### src/rtl/codebook_encoder_pkg.sv
`default_nettype none
// ============================================================================
// Module      : codebook_encoder_pkg
// Description : Shared state encoding, sizes and RGB field positions for the
//               codebook encoder.
// Revision    : 1.0  initial release
// ============================================================================
package codebook_encoder_pkg;

    localparam int c_cb_size = 64;
    localparam int c_pix_num = 4096;
    localparam int c_addr_w  = 20;
    localparam int c_data_w  = 24;
    localparam int c_tag_w   = 6;
    localparam int c_dist_w  = 10;

    localparam int c_ch_w    = 8;
    localparam int c_r_lsb   = 16;
    localparam int c_g_lsb   = 8;
    localparam int c_b_lsb   = 0;

    typedef enum logic [2:0] {
        IDLE      = 3'd0,
        LOAD_CB   = 3'd1,
        FETCH_PIX = 3'd2,
        SEARCH    = 3'd3,
        WRITE     = 3'd4,
        DONE      = 3'd5
    } state_t;

    function automatic logic [c_ch_w-1:0] abs_diff(input logic [c_ch_w-1:0] a,
                                                   input logic [c_ch_w-1:0] b);
        return (a > b) ? a - b : b - a;
    endfunction

endpackage
`default_nettype wire

### src/rtl/codebook_regfile.sv
`default_nettype none
// ============================================================================
// Module      : codebook_regfile
// Description : Codeword store, one synchronous write port and one
//               combinational read port. Contents survive reset.
// Revision    : 1.0  initial release
// ============================================================================
module codebook_regfile
    import codebook_encoder_pkg::*;
#(
    parameter int DEPTH = c_cb_size,
    parameter int WIDTH = c_data_w,
    parameter int IDX_W = c_tag_w
) (
    input  logic             clk,
    input  logic             we,
    input  logic [IDX_W-1:0] wr_idx,
    input  logic [WIDTH-1:0] wr_data,
    input  logic [IDX_W-1:0] rd_idx,
    output logic [WIDTH-1:0] rd_data
);

    logic [WIDTH-1:0] r_mem [DEPTH];

    always_ff @(posedge clk) begin
        if (we) begin
            r_mem[wr_idx] <= wr_data;
        end
    end

    assign rd_data = r_mem[rd_idx];

endmodule
`default_nettype wire

### src/rtl/codebook_encoder.sv
`default_nettype none
// ============================================================================
// Module      : codebook_encoder
// Description : Loads the codebook, then tags every image pixel with the index
//               of its nearest codeword (sum of absolute channel differences).
// Revision    : 1.0  initial release
// ============================================================================
module codebook_encoder
    import codebook_encoder_pkg::*;
#(
    parameter int CB_SIZE = c_cb_size,
    parameter int PIX_NUM = c_pix_num,
    parameter int ADDR_W  = c_addr_w,
    parameter int DATA_W  = c_data_w,
    parameter int TAG_W   = c_tag_w
) (
    input  logic              clk,
    input  logic              rst,
    input  logic              start,
    output logic              busy,
    output logic              done,
    output logic [ADDR_W-1:0] CB_A,
    output logic              CB_OE,
    input  logic [DATA_W-1:0] CB_Q,
    output logic [ADDR_W-1:0] IMG_A,
    output logic              IMG_OE,
    input  logic [DATA_W-1:0] IMG_Q,
    output logic [ADDR_W-1:0] TAG_A,
    output logic [TAG_W-1:0]  TAG_D,
    output logic              TAG_WE
);

    localparam int c_pix_w = (PIX_NUM > 1) ? $clog2(PIX_NUM) : 1;
    localparam logic [ADDR_W-1:0]  c_last_cb  = ADDR_W'(CB_SIZE - 1);
    localparam logic [TAG_W-1:0]   c_last_k   = TAG_W'(CB_SIZE - 1);
    localparam logic [c_pix_w-1:0] c_last_pix = c_pix_w'(PIX_NUM - 1);

    state_t               r_state;
    logic [c_pix_w-1:0]   r_pix_cnt;
    logic [TAG_W-1:0]     r_k;
    logic [TAG_W-1:0]     r_best_idx;
    logic [c_dist_w-1:0]  r_best_dist;
    logic [DATA_W-1:0]    r_pix;
    logic                 r_fetch_ph;
    logic                 r_cb_cap;
    logic [TAG_W-1:0]     r_cb_cap_idx;

    logic [DATA_W-1:0]    w_cw;
    logic [c_dist_w-1:0]  w_dist;
    logic                 w_take;
    logic [TAG_W-1:0]     w_best_idx_nxt;
    logic [c_dist_w-1:0]  w_best_dist_nxt;

    // CB_Q is only written the cycle after an address was issued with CB_OE
    codebook_regfile #(
        .DEPTH (CB_SIZE),
        .WIDTH (DATA_W),
        .IDX_W (TAG_W)
    ) u_regfile (
        .clk     (clk),
        .we      (r_cb_cap),
        .wr_idx  (r_cb_cap_idx),
        .wr_data (CB_Q),
        .rd_idx  (r_k),
        .rd_data (w_cw)
    );

    assign w_dist = c_dist_w'(abs_diff(r_pix[c_r_lsb +: c_ch_w], w_cw[c_r_lsb +: c_ch_w]))
                  + c_dist_w'(abs_diff(r_pix[c_g_lsb +: c_ch_w], w_cw[c_g_lsb +: c_ch_w]))
                  + c_dist_w'(abs_diff(r_pix[c_b_lsb +: c_ch_w], w_cw[c_b_lsb +: c_ch_w]));

    // strict compare keeps the lower index on ties
    assign w_take          = (r_k == '0) || (w_dist < r_best_dist);
    assign w_best_idx_nxt  = w_take ? r_k    : r_best_idx;
    assign w_best_dist_nxt = w_take ? w_dist : r_best_dist;

    assign busy = (r_state != IDLE) && (r_state != DONE);
    assign done = (r_state == DONE);

    always_ff @(posedge clk or negedge rst) begin
        if (!rst) begin
            r_state      <= IDLE;
            CB_A         <= '0;
            CB_OE        <= 1'b0;
            IMG_A        <= '0;
            IMG_OE       <= 1'b0;
            TAG_A        <= '0;
            TAG_D        <= '0;
            TAG_WE       <= 1'b0;
            r_pix_cnt    <= '0;
            r_k          <= '0;
            r_best_idx   <= '0;
            r_best_dist  <= '0;
            r_pix        <= '0;
            r_fetch_ph   <= 1'b0;
            r_cb_cap     <= 1'b0;
            r_cb_cap_idx <= '0;
        end else begin
            r_cb_cap     <= (r_state == LOAD_CB) && CB_OE;
            r_cb_cap_idx <= CB_A[TAG_W-1:0];
            case (r_state)
                IDLE, DONE: begin
                    if (start) begin
                        r_state   <= LOAD_CB;
                        r_pix_cnt <= '0;
                        CB_OE     <= 1'b1;
                        CB_A      <= '0;
                    end
                end
                LOAD_CB: begin
                    if (CB_OE) begin
                        if (CB_A == c_last_cb) begin
                            CB_OE <= 1'b0;
                        end else begin
                            CB_A <= CB_A + 1'b1;
                        end
                    end else begin
                        // drain cycle: last codeword is being captured now
                        CB_A       <= '0;
                        r_state    <= FETCH_PIX;
                        r_fetch_ph <= 1'b0;
                        IMG_OE     <= 1'b1;
                        IMG_A      <= ADDR_W'(r_pix_cnt);
                    end
                end
                FETCH_PIX: begin
                    if (!r_fetch_ph) begin
                        IMG_OE     <= 1'b0;
                        r_fetch_ph <= 1'b1;
                    end else begin
                        r_pix   <= IMG_Q;
                        r_k     <= '0;
                        r_state <= SEARCH;
                    end
                end
                SEARCH: begin
                    r_best_idx  <= w_best_idx_nxt;
                    r_best_dist <= w_best_dist_nxt;
                    r_k         <= r_k + 1'b1;
                    if (r_k == c_last_k) begin
                        r_state <= WRITE;
                        TAG_WE  <= 1'b1;
                        TAG_A   <= ADDR_W'(r_pix_cnt);
                        TAG_D   <= w_best_idx_nxt;
                    end
                end
                WRITE: begin
                    TAG_WE <= 1'b0;
                    if (r_pix_cnt == c_last_pix) begin
                        r_state <= DONE;
                    end else begin
                        r_pix_cnt  <= r_pix_cnt + 1'b1;
                        IMG_A      <= ADDR_W'(r_pix_cnt + 1'b1);
                        IMG_OE     <= 1'b1;
                        r_fetch_ph <= 1'b0;
                        r_state    <= FETCH_PIX;
                    end
                end
                default: r_state <= IDLE;
            endcase
        end
    end

endmodule
`default_nettype wire

### config.mk
export PLATFORM = sky130hd
export DESIGN_NAME = codebook_encoder
export DESIGN_NICKNAME = d
export VERILOG_FILES = /design/src/rtl/codebook_encoder_pkg.sv /design/src/rtl/codebook_regfile.sv /design/src/rtl/codebook_encoder.sv
export SDC_FILE = /design/constraint.sdc
export NUM_CORES = 2
export LEC_CHECK = 0
export CAP_MARGIN = 20
export CORE_AREA = 2 2 389 391
export CTS_CLUSTER_SIZE = 16
export DETAILED_ROUTE_END_ITERATION = 10
export DIE_AREA = 0 0 391 393
export GPL_TIMING_DRIVEN = 0
export MAX_ROUTING_LAYER = met4
export PLACE_DENSITY_LB_ADDON = 0.3
export SLEW_MARGIN = 5
export SYNTH_ARGS = -nofsm -noshare
export SYNTH_HDL_FRONTEND = slang
export SYNTH_HIERARCHICAL = 1
export SYNTH_SLANG_ARGS = --single-unit
### constraint.sdc
create_clock -name clk -period 10.45 [get_ports clk]
set_clock_uncertainty 0.2 [all_clocks]
set_input_delay 1.045 -clock clk [delete_from_list [all_inputs] [get_ports clk]]
set_output_delay 1.045 -clock clk [all_outputs]
set_load 0.02 [all_outputs]
## Word level (Yosys, flattened, before mapping)

Memory sizes are Yosys's and may differ from the RTL's.
Cells that the tools add are included.

- Register bits after elaboration: 130
- Bits in writable memories: 1,536
- Input port bits: 51
- Output and inout port bits: 71
- Logic and storage cells: 111
- Memories kept: 1

Memory list:

| name | words | width | rd ports | clocked after Yosys merged registers in | write ports | RTL line | text |
|---|---|---|---|---|---|---|---|
| u_regfile.r_mem | 64 | 24 | 1 | 0 | 1 | codebook_regfile.sv:23 | `logic [WIDTH-1:0] r_mem [DEPTH];` |

- Add/subtract/negate cells: 12
- Order comparisons: 4
- Equal/unequal tests: 16
- Muxes and demuxes: 37
- Reductions and logical operators: 25

Operators by type and width:

| operator | count |
|---|---|
| 20-bit two-way mux | 5 |
| 20-bit one-hot mux with 2 select lines | 2 |
| 8-bit subtractor | 6 |
| 8-bit greater-than comparator | 3 |
| 12-bit two-way mux | 2 |
| 8-bit two-way mux | 3 |
| 12-bit one-hot mux with 2 select lines | 1 |
| 20-bit by 1-bit adder with 20-bit output, second input constant | 1 |
| 20-bit by 6-bit equality test with 1-bit output, second input constant | 1 |
| 3-bit two-way mux | 5 |
| 3-bit one-hot mux with 5 select lines | 1 |
| 12-bit by 1-bit adder with 13-bit output, second input constant | 1 |
| 12-bit by 1-bit adder with 12-bit output, second input constant | 1 |
| 12-bit equality test, second input constant | 1 |
| 6-bit two-way mux | 2 |
| 2-bit != test, second input constant | 6 |
| 6-bit one-hot mux with 2 select lines | 1 |
| 2-bit AND reduction | 6 |
| 3-bit AND reduction | 4 |
| 1-bit two-way mux | 11 |
| 9-bit by 8-bit adder with 10-bit output | 1 |
| 10-bit less-than comparator | 1 |
| 2-bit nonzero test | 5 |
| 8-bit by 8-bit adder with 9-bit output | 1 |
| other kinds (15) | 23 |

## Depth between registers and ports, before layout

An unclocked memory read counts as a cell.

- Depth after elaboration: 8
- Mapped depth: 34

## Cells and area by module

The synthesis kept the hierarchy.

Modules (own cells, without submodules):

| module | instances | cells each | area an instance (sq um) |
|---|---|---|---|
| codebook_regfile | 1 | 2,586 | 58,815.2 |
| codebook_encoder | 1 | 872 | 8,227.9 |

## Least setup slack after synthesis

No wires, ideal clock.

- Path type: reg2reg
- From: reg r_k[0]
- To: reg r_best_dist[7]
- Library setup time: 0.125 ns
- Arrival time: 7.105 ns
- Data required time: 10.125 ns
- Slack: 3.020 ns
- Stages on the path, launching flop included: 31
- Buffers on the path: 4
- Period minus slack after synthesis: 7.430 ns
- Cells stage by stage: dfrtp_1 > buf_2 > buf_6 > buf_4 > mux4_2 > a221oi_1 > o21ai_0 > nand3_1 > o21ai_0 > ha_1 > inv_1 > fa_1 > a21o_1 > a21oi_1 > or3_1 > a21oi_2 > mux2_2 > fa_1 > ha_1 > fa_1 > a21o_1 > a21oi_1 > o21ai_0 > a21oi_1 > nor2_1 > ha_1 > nand4_1 > o31a_2 > o21ai_2 > buf_6 > mux2_2

- Word-level cells in the longest chain between the ends: 8
- Elaborated cells between the ends (all ways): 19
- Those cells by class: 8 x add/sub; 4 x order compare; 3 x mux; 3 x reduce/logical; 1 x memory

RTL lines:

| what | RTL line | text |
|---|---|---|
| start, declared | codebook_encoder.sv:40 | `logic [TAG_W-1:0] r_k;` |
| start signal, assigned | codebook_encoder.sv:139 | `r_k <= r_k + 1'b1;` |
| memory read 64 x 24 bit * | n/a |  |
| via w_cw[16] | codebook_encoder.sv:48 | `logic [DATA_W-1:0] w_cw;` |
| 8-bit subtractor or 8-bit greater-than comparator (tied branches) | codebook_encoder_pkg.sv:33 | `return (a > b) ? a - b : b - a;` |
| 8-bit two-way mux * | codebook_encoder_pkg.sv:33 |  |
| 8-bit by 8-bit adder with 9-bit output * | codebook_encoder.sv:69 | `+ c_dist_w'(abs_diff(r_pix[c_g_lsb +: c_ch_w], w_cw[c_g_lsb +: c_ch_w]))` |
| 9-bit by 8-bit adder with 10-bit output * | codebook_encoder.sv:70 | `+ c_dist_w'(abs_diff(r_pix[c_b_lsb +: c_ch_w], w_cw[c_b_lsb +: c_ch_w]));` |
| via w_dist[9] | codebook_encoder.sv:49 | `logic [c_dist_w-1:0] w_dist;` |
| 10-bit less-than comparator * | codebook_encoder.sv:73 | `assign w_take = (r_k == '0) \|\| (w_dist < r_best_dist);` |
| 1-bit logical OR * | codebook_encoder.sv:73 |  |
| 2-bit AND reduction (no line) * | n/a |  |
| end signal, assigned | codebook_encoder.sv:138 | `r_best_dist <= w_best_dist_nxt;` |
| end, declared | codebook_encoder.sv:42 | `logic [c_dist_w-1:0] r_best_dist;` |

Mark *: on every way through the listed nets, which the timed path passes. The rest lies on a longest branch.
A chain may end at the register's enable or synchronous reset.

## Final worst setup path

- From: reg r_k[3]
- To: reg r_best_idx[5]

- Word-level cells in the longest chain between the ends: 8
- Elaborated cells between the ends (all ways): 19
- Those cells by class: 8 x add/sub; 4 x order compare; 4 x mux; 2 x reduce/logical; 1 x memory

RTL lines:

| what | RTL line | text |
|---|---|---|
| memory read 64 x 24 bit * | n/a |  |
| via w_cw[16] | codebook_encoder.sv:48 |  |
| 8-bit subtractor or 8-bit greater-than comparator (tied branches) | codebook_encoder_pkg.sv:33 |  |
| 8-bit two-way mux * | codebook_encoder_pkg.sv:33 |  |
| 8-bit by 8-bit adder with 9-bit output * | codebook_encoder.sv:69 |  |
| 9-bit by 8-bit adder with 10-bit output * | codebook_encoder.sv:70 |  |
| via w_dist[7] | codebook_encoder.sv:49 |  |
| 10-bit less-than comparator * | codebook_encoder.sv:73 |  |
| 1-bit logical OR * | codebook_encoder.sv:73 |  |
| 6-bit two-way mux * | codebook_encoder.sv:74 | `assign w_best_idx_nxt = w_take ? r_k : r_best_idx;` |
| end signal, assigned | codebook_encoder.sv:137 | `r_best_idx <= w_best_idx_nxt;` |
| end, declared | codebook_encoder.sv:41 | `logic [TAG_W-1:0] r_best_idx;` |

Marks and branches as above.

==> flow_summary.json <==
{
  "use_met1_pct": 33.4,
  "die_y_um": 393,
  "crit_path_max_fanout": 13,
  "floorplan.initialDensity_pct": 44.9,
  "dp.cells": 5591,
  "numCtsBuffers": 164,
  "ys_seq_area_share_pct": 73.4,
  "fillers": 11600,
  "finalCritPeriodShare_pct": 95.3,
  "clk_latency_ns": 0.80,
  "area_growth_pct": 15.7,
  "detail-route-antenna-nets": 0,
  "cellPowerDensity_mw_per_mm2": 176,
  "worstPathArrival_ns": 10.42,
  "drt-total-wl_mm": 178,
  "worst_pin_slew_ns": 1.20,
  "ys_warn_count": 6,
  "grt_pass1_vias": 34200,
  "grt_pass1_wl_mm": 251,
  "synth-seq-cells": 1659,
  "via_per_inst": 6.06,
  "synth.distinct_cells": 82,
  "rsz0062_at_grt": "no",
  "overflow": 0,
  "cts_root_buf": "clkbuf_16",
  "dieWidth_um": 391,
  "vias": 35700,
  "regArea_mm2": 0.0492,
  "yosys-top-cells-count": "1,536 x edfxtp_1, 355 x mux4_2, 156 x nor2_1",
  "port_buffers": 106,
  "startpoint_type": "flip-flop",
  "fin_tns_setup_ns": 0,
  "outcome": "complete, no violations",
  "fin_util_pct": 52.0,
  "max_clock_freq_mhz": 100,
  "finalHoldViolations": 0,
  "synth_edf_count": 1536,
  "relSlewSlack_pct": 19.8,
  "first_pass_iters": 5,
  "core_area_mm2": 0.149,
  "instances_no_fill": 5898,
  "multi_input_area_mm2": 0.0170,
  "syn_avg_cell_area_um2": 19.4,
  "nets": 3948,
  "place_hpwl_mm": 119,
  "place_congestion": 1.04,
  "use_met2_pct": 34.4,
  "drc": 0,
  "wire_per_inst_um": 30.2,
  "synth.top_cells.by_area": "edfxtp_1 69%, mux4_2 12%, dfrtp_1 4.6%, mux2i_1 1.7%, mux2_2 1.4%",
  "ioPinCount": 122,
  "setup_viol": 0,
  "worst_path_largest_cell_delay_ns": 0.69,
  "cts_num_sinks": 1659,
  "top_usage_layer": "met2",
  "htreeDepth": 4,
  "synth_area_mm2": 0.0670,
  "critical_path_class": "reg -> reg",
  "die-area_mm2": 0.154,
  "antenna_found_initial": 4,
  "cts_tree": "yes",
  "fin_crit_ns": 9.96,
  "clk_pin_slew_worst_paths_ns": 0.06,
  "drv_cap": 0,
  "synthCells": 3458,
  "hold_class": "reg -> reg",
  "worst_path_max_delay_cell": "dfrtp_1",
  "cp.required_ns": 10.92,
  "yosysMostFrequentCell": "edfxtp_1",
  "ir_drop_mv": 0.119,
  "end_kind": "flip-flop",
  "critPathMostFrequentCell": "a21o_1",
  "synth_flop_cell": "edfxtp_1",
  "row_count": 142,
  "drtIter0Drc": 4625,
  "leakage_nw": 26.5,
  "grt_max_degree": 72,
  "slew_viol_final": 0,
  "yosysTopAreaCellShare_pct": 68.8,
  "drive_gt1_share_pct": 24.4,
  "grt_util_met3_pct": 4.81,
  "grtUsageTotal_pct": 23.8,
  "yosysTopAreaCell": "edfxtp_1",
  "synthArstFlopShare_pct": 7.41,
  "hold_ws_ns": 0.289,
  "cts_buffer_depth": 3
}
-- area by class of cell --
class / instances / area share, %
Clock inverter: 84 / 0.903
Inverter: 92 / 0.451
Sequential cell: 1659 / 63.4
Antenna cell: 6 / 0.0193
Buffer: 187 / 1.36
Multi-Input combinational cell: 1532 / 21.9
Clock buffer: 214 / 5.66
Timing Repair Buffer: 180 / 3.21
Tap cell: 1944 / 3.13
-- per-layer routing --
layer / part of all wire (%) / vias to the layer above
li1: - / 14800
met1: 41 / 18800
met2: 45 / 1858
met3: 9.7 / 334
met4: 4.3 / 0
met5: 0 / -
-- metrics by stage --
step | setup slack [ns] | area, um2 | power (W)
final | 0.493 | 77600 | 0.0136
after global routing | 0.0996 | 77600 | 0.0140
after CTS | 0.225 | 77600 | 0.0137
after detailed placement | 0.240 | 72500 | 0.00810
after global placement | 0.314 | 70600 | 0.00809
after floorplan | 3.02 | 67100 | 0.00785
-- worst max-delay path, delay by kind of cell, from the launching register on --
family / cells / cell delay [ns]
mux: 2 / 0.74
flops: 1 / 0.69
compound gates: 14 / 3.28
simple gates: 4 / 1.19
buf+inv: 5 / 1.61
fa+ha+maj: 6 / 2.06
-- worst paths after layout --
check / startpoint / to / slack (ns) / cells past startpoint
worst max-delay path: r_k[3]$_DFFE_PN0P_ / r_best_idx[5]$_DFFE_PN0P_ / 0.49 / 31
worst min-delay path: r_best_idx[5]$_DFFE_PN0P_ / TAG_D[5]$_DFFE_PN0P_ / 0.29 / 1
worst max register to register: r_k[3]$_DFFE_PN0P_ / r_best_idx[5]$_DFFE_PN0P_ / 0.49 / 31
worst min register to register: r_best_idx[5]$_DFFE_PN0P_ / TAG_D[5]$_DFFE_PN0P_ / 0.29 / 1
max in group asynchronous: rst / r_pix[14]$_DFFE_PN0P_ / 8.69 / 3
min in group asynchronous: rst / IMG_A[3]$_DFFE_PN0P_ / 0.59 / 2
-- state kept, by name (all words and copies together) (netlist names) --
| register | cells |
|---|---|
| r_fetch_ph | 1 |
| IMG_A | 13 |
| CB_A | 20 |
| TAG_D | 6 |
| TAG_A | 12 |
| TAG_WE | 1 |
| r_best_dist | 10 |
| r_pix | 24 |
| r_cb_cap | 1 |
| u_regfile/r_mem | 1536 |
| r_best_idx | 6 |
| CB_OE | 1 |
| r_pix_cnt | 12 |
| r_k | 6 |
| r_cb_cap_idx | 6 |
| r_state | 3 |
| IMG_OE | 1 |
-- power breakdown --
part / internal (W) / switching (W)
Sequential: 0.00729 / 0.0000140
Clock: 0.00319 / 0.00248
Combinational: 0.000277 / 0.000377
-- cells in the final DEF, fill, tap and decap left out, drive strengths merged, types with 88 or more instances in the layout --
cell type | synthesis | final
edfxtp | 1536 | 1536
mux4 | 355 | 355
clkbuf | 59 | 274
buf | 130 | 225
nor2 | 157 | 157
dfrtp | 123 | 123
mux2i | 111 | 111
inv | 90 | 101
nand2 | 100 | 100
o21ai | 97 | 97
mux2 | 88 | 88
-- cell families (layout without fill, tap and decap cells) --
group,Yosys count,count (layout),share of synthesized area [%]
AO/OA/AOI/OAI,404,404,4.05
XOR/XNOR,50,50,0.653
adder cells (fa/ha/maj),82,82,1.69
buffers and inverters,281,757,2.11
flip-flops,1659,1659,73.4
multiplexers,554,554,15.1
other,1,21,0.00559
AND/OR/NAND/NOR,427,427,3.04
-- what timing repair did --
action / CTS / global route
setup buffers: 0 / 0
gates resized for setup: 0 / 1
endpoints found under the setup margin: 0 / 16
endpoints found under the hold margin: 41 / 0
hold buffers: 1 / 0
(Power assumes the default switching activity.)
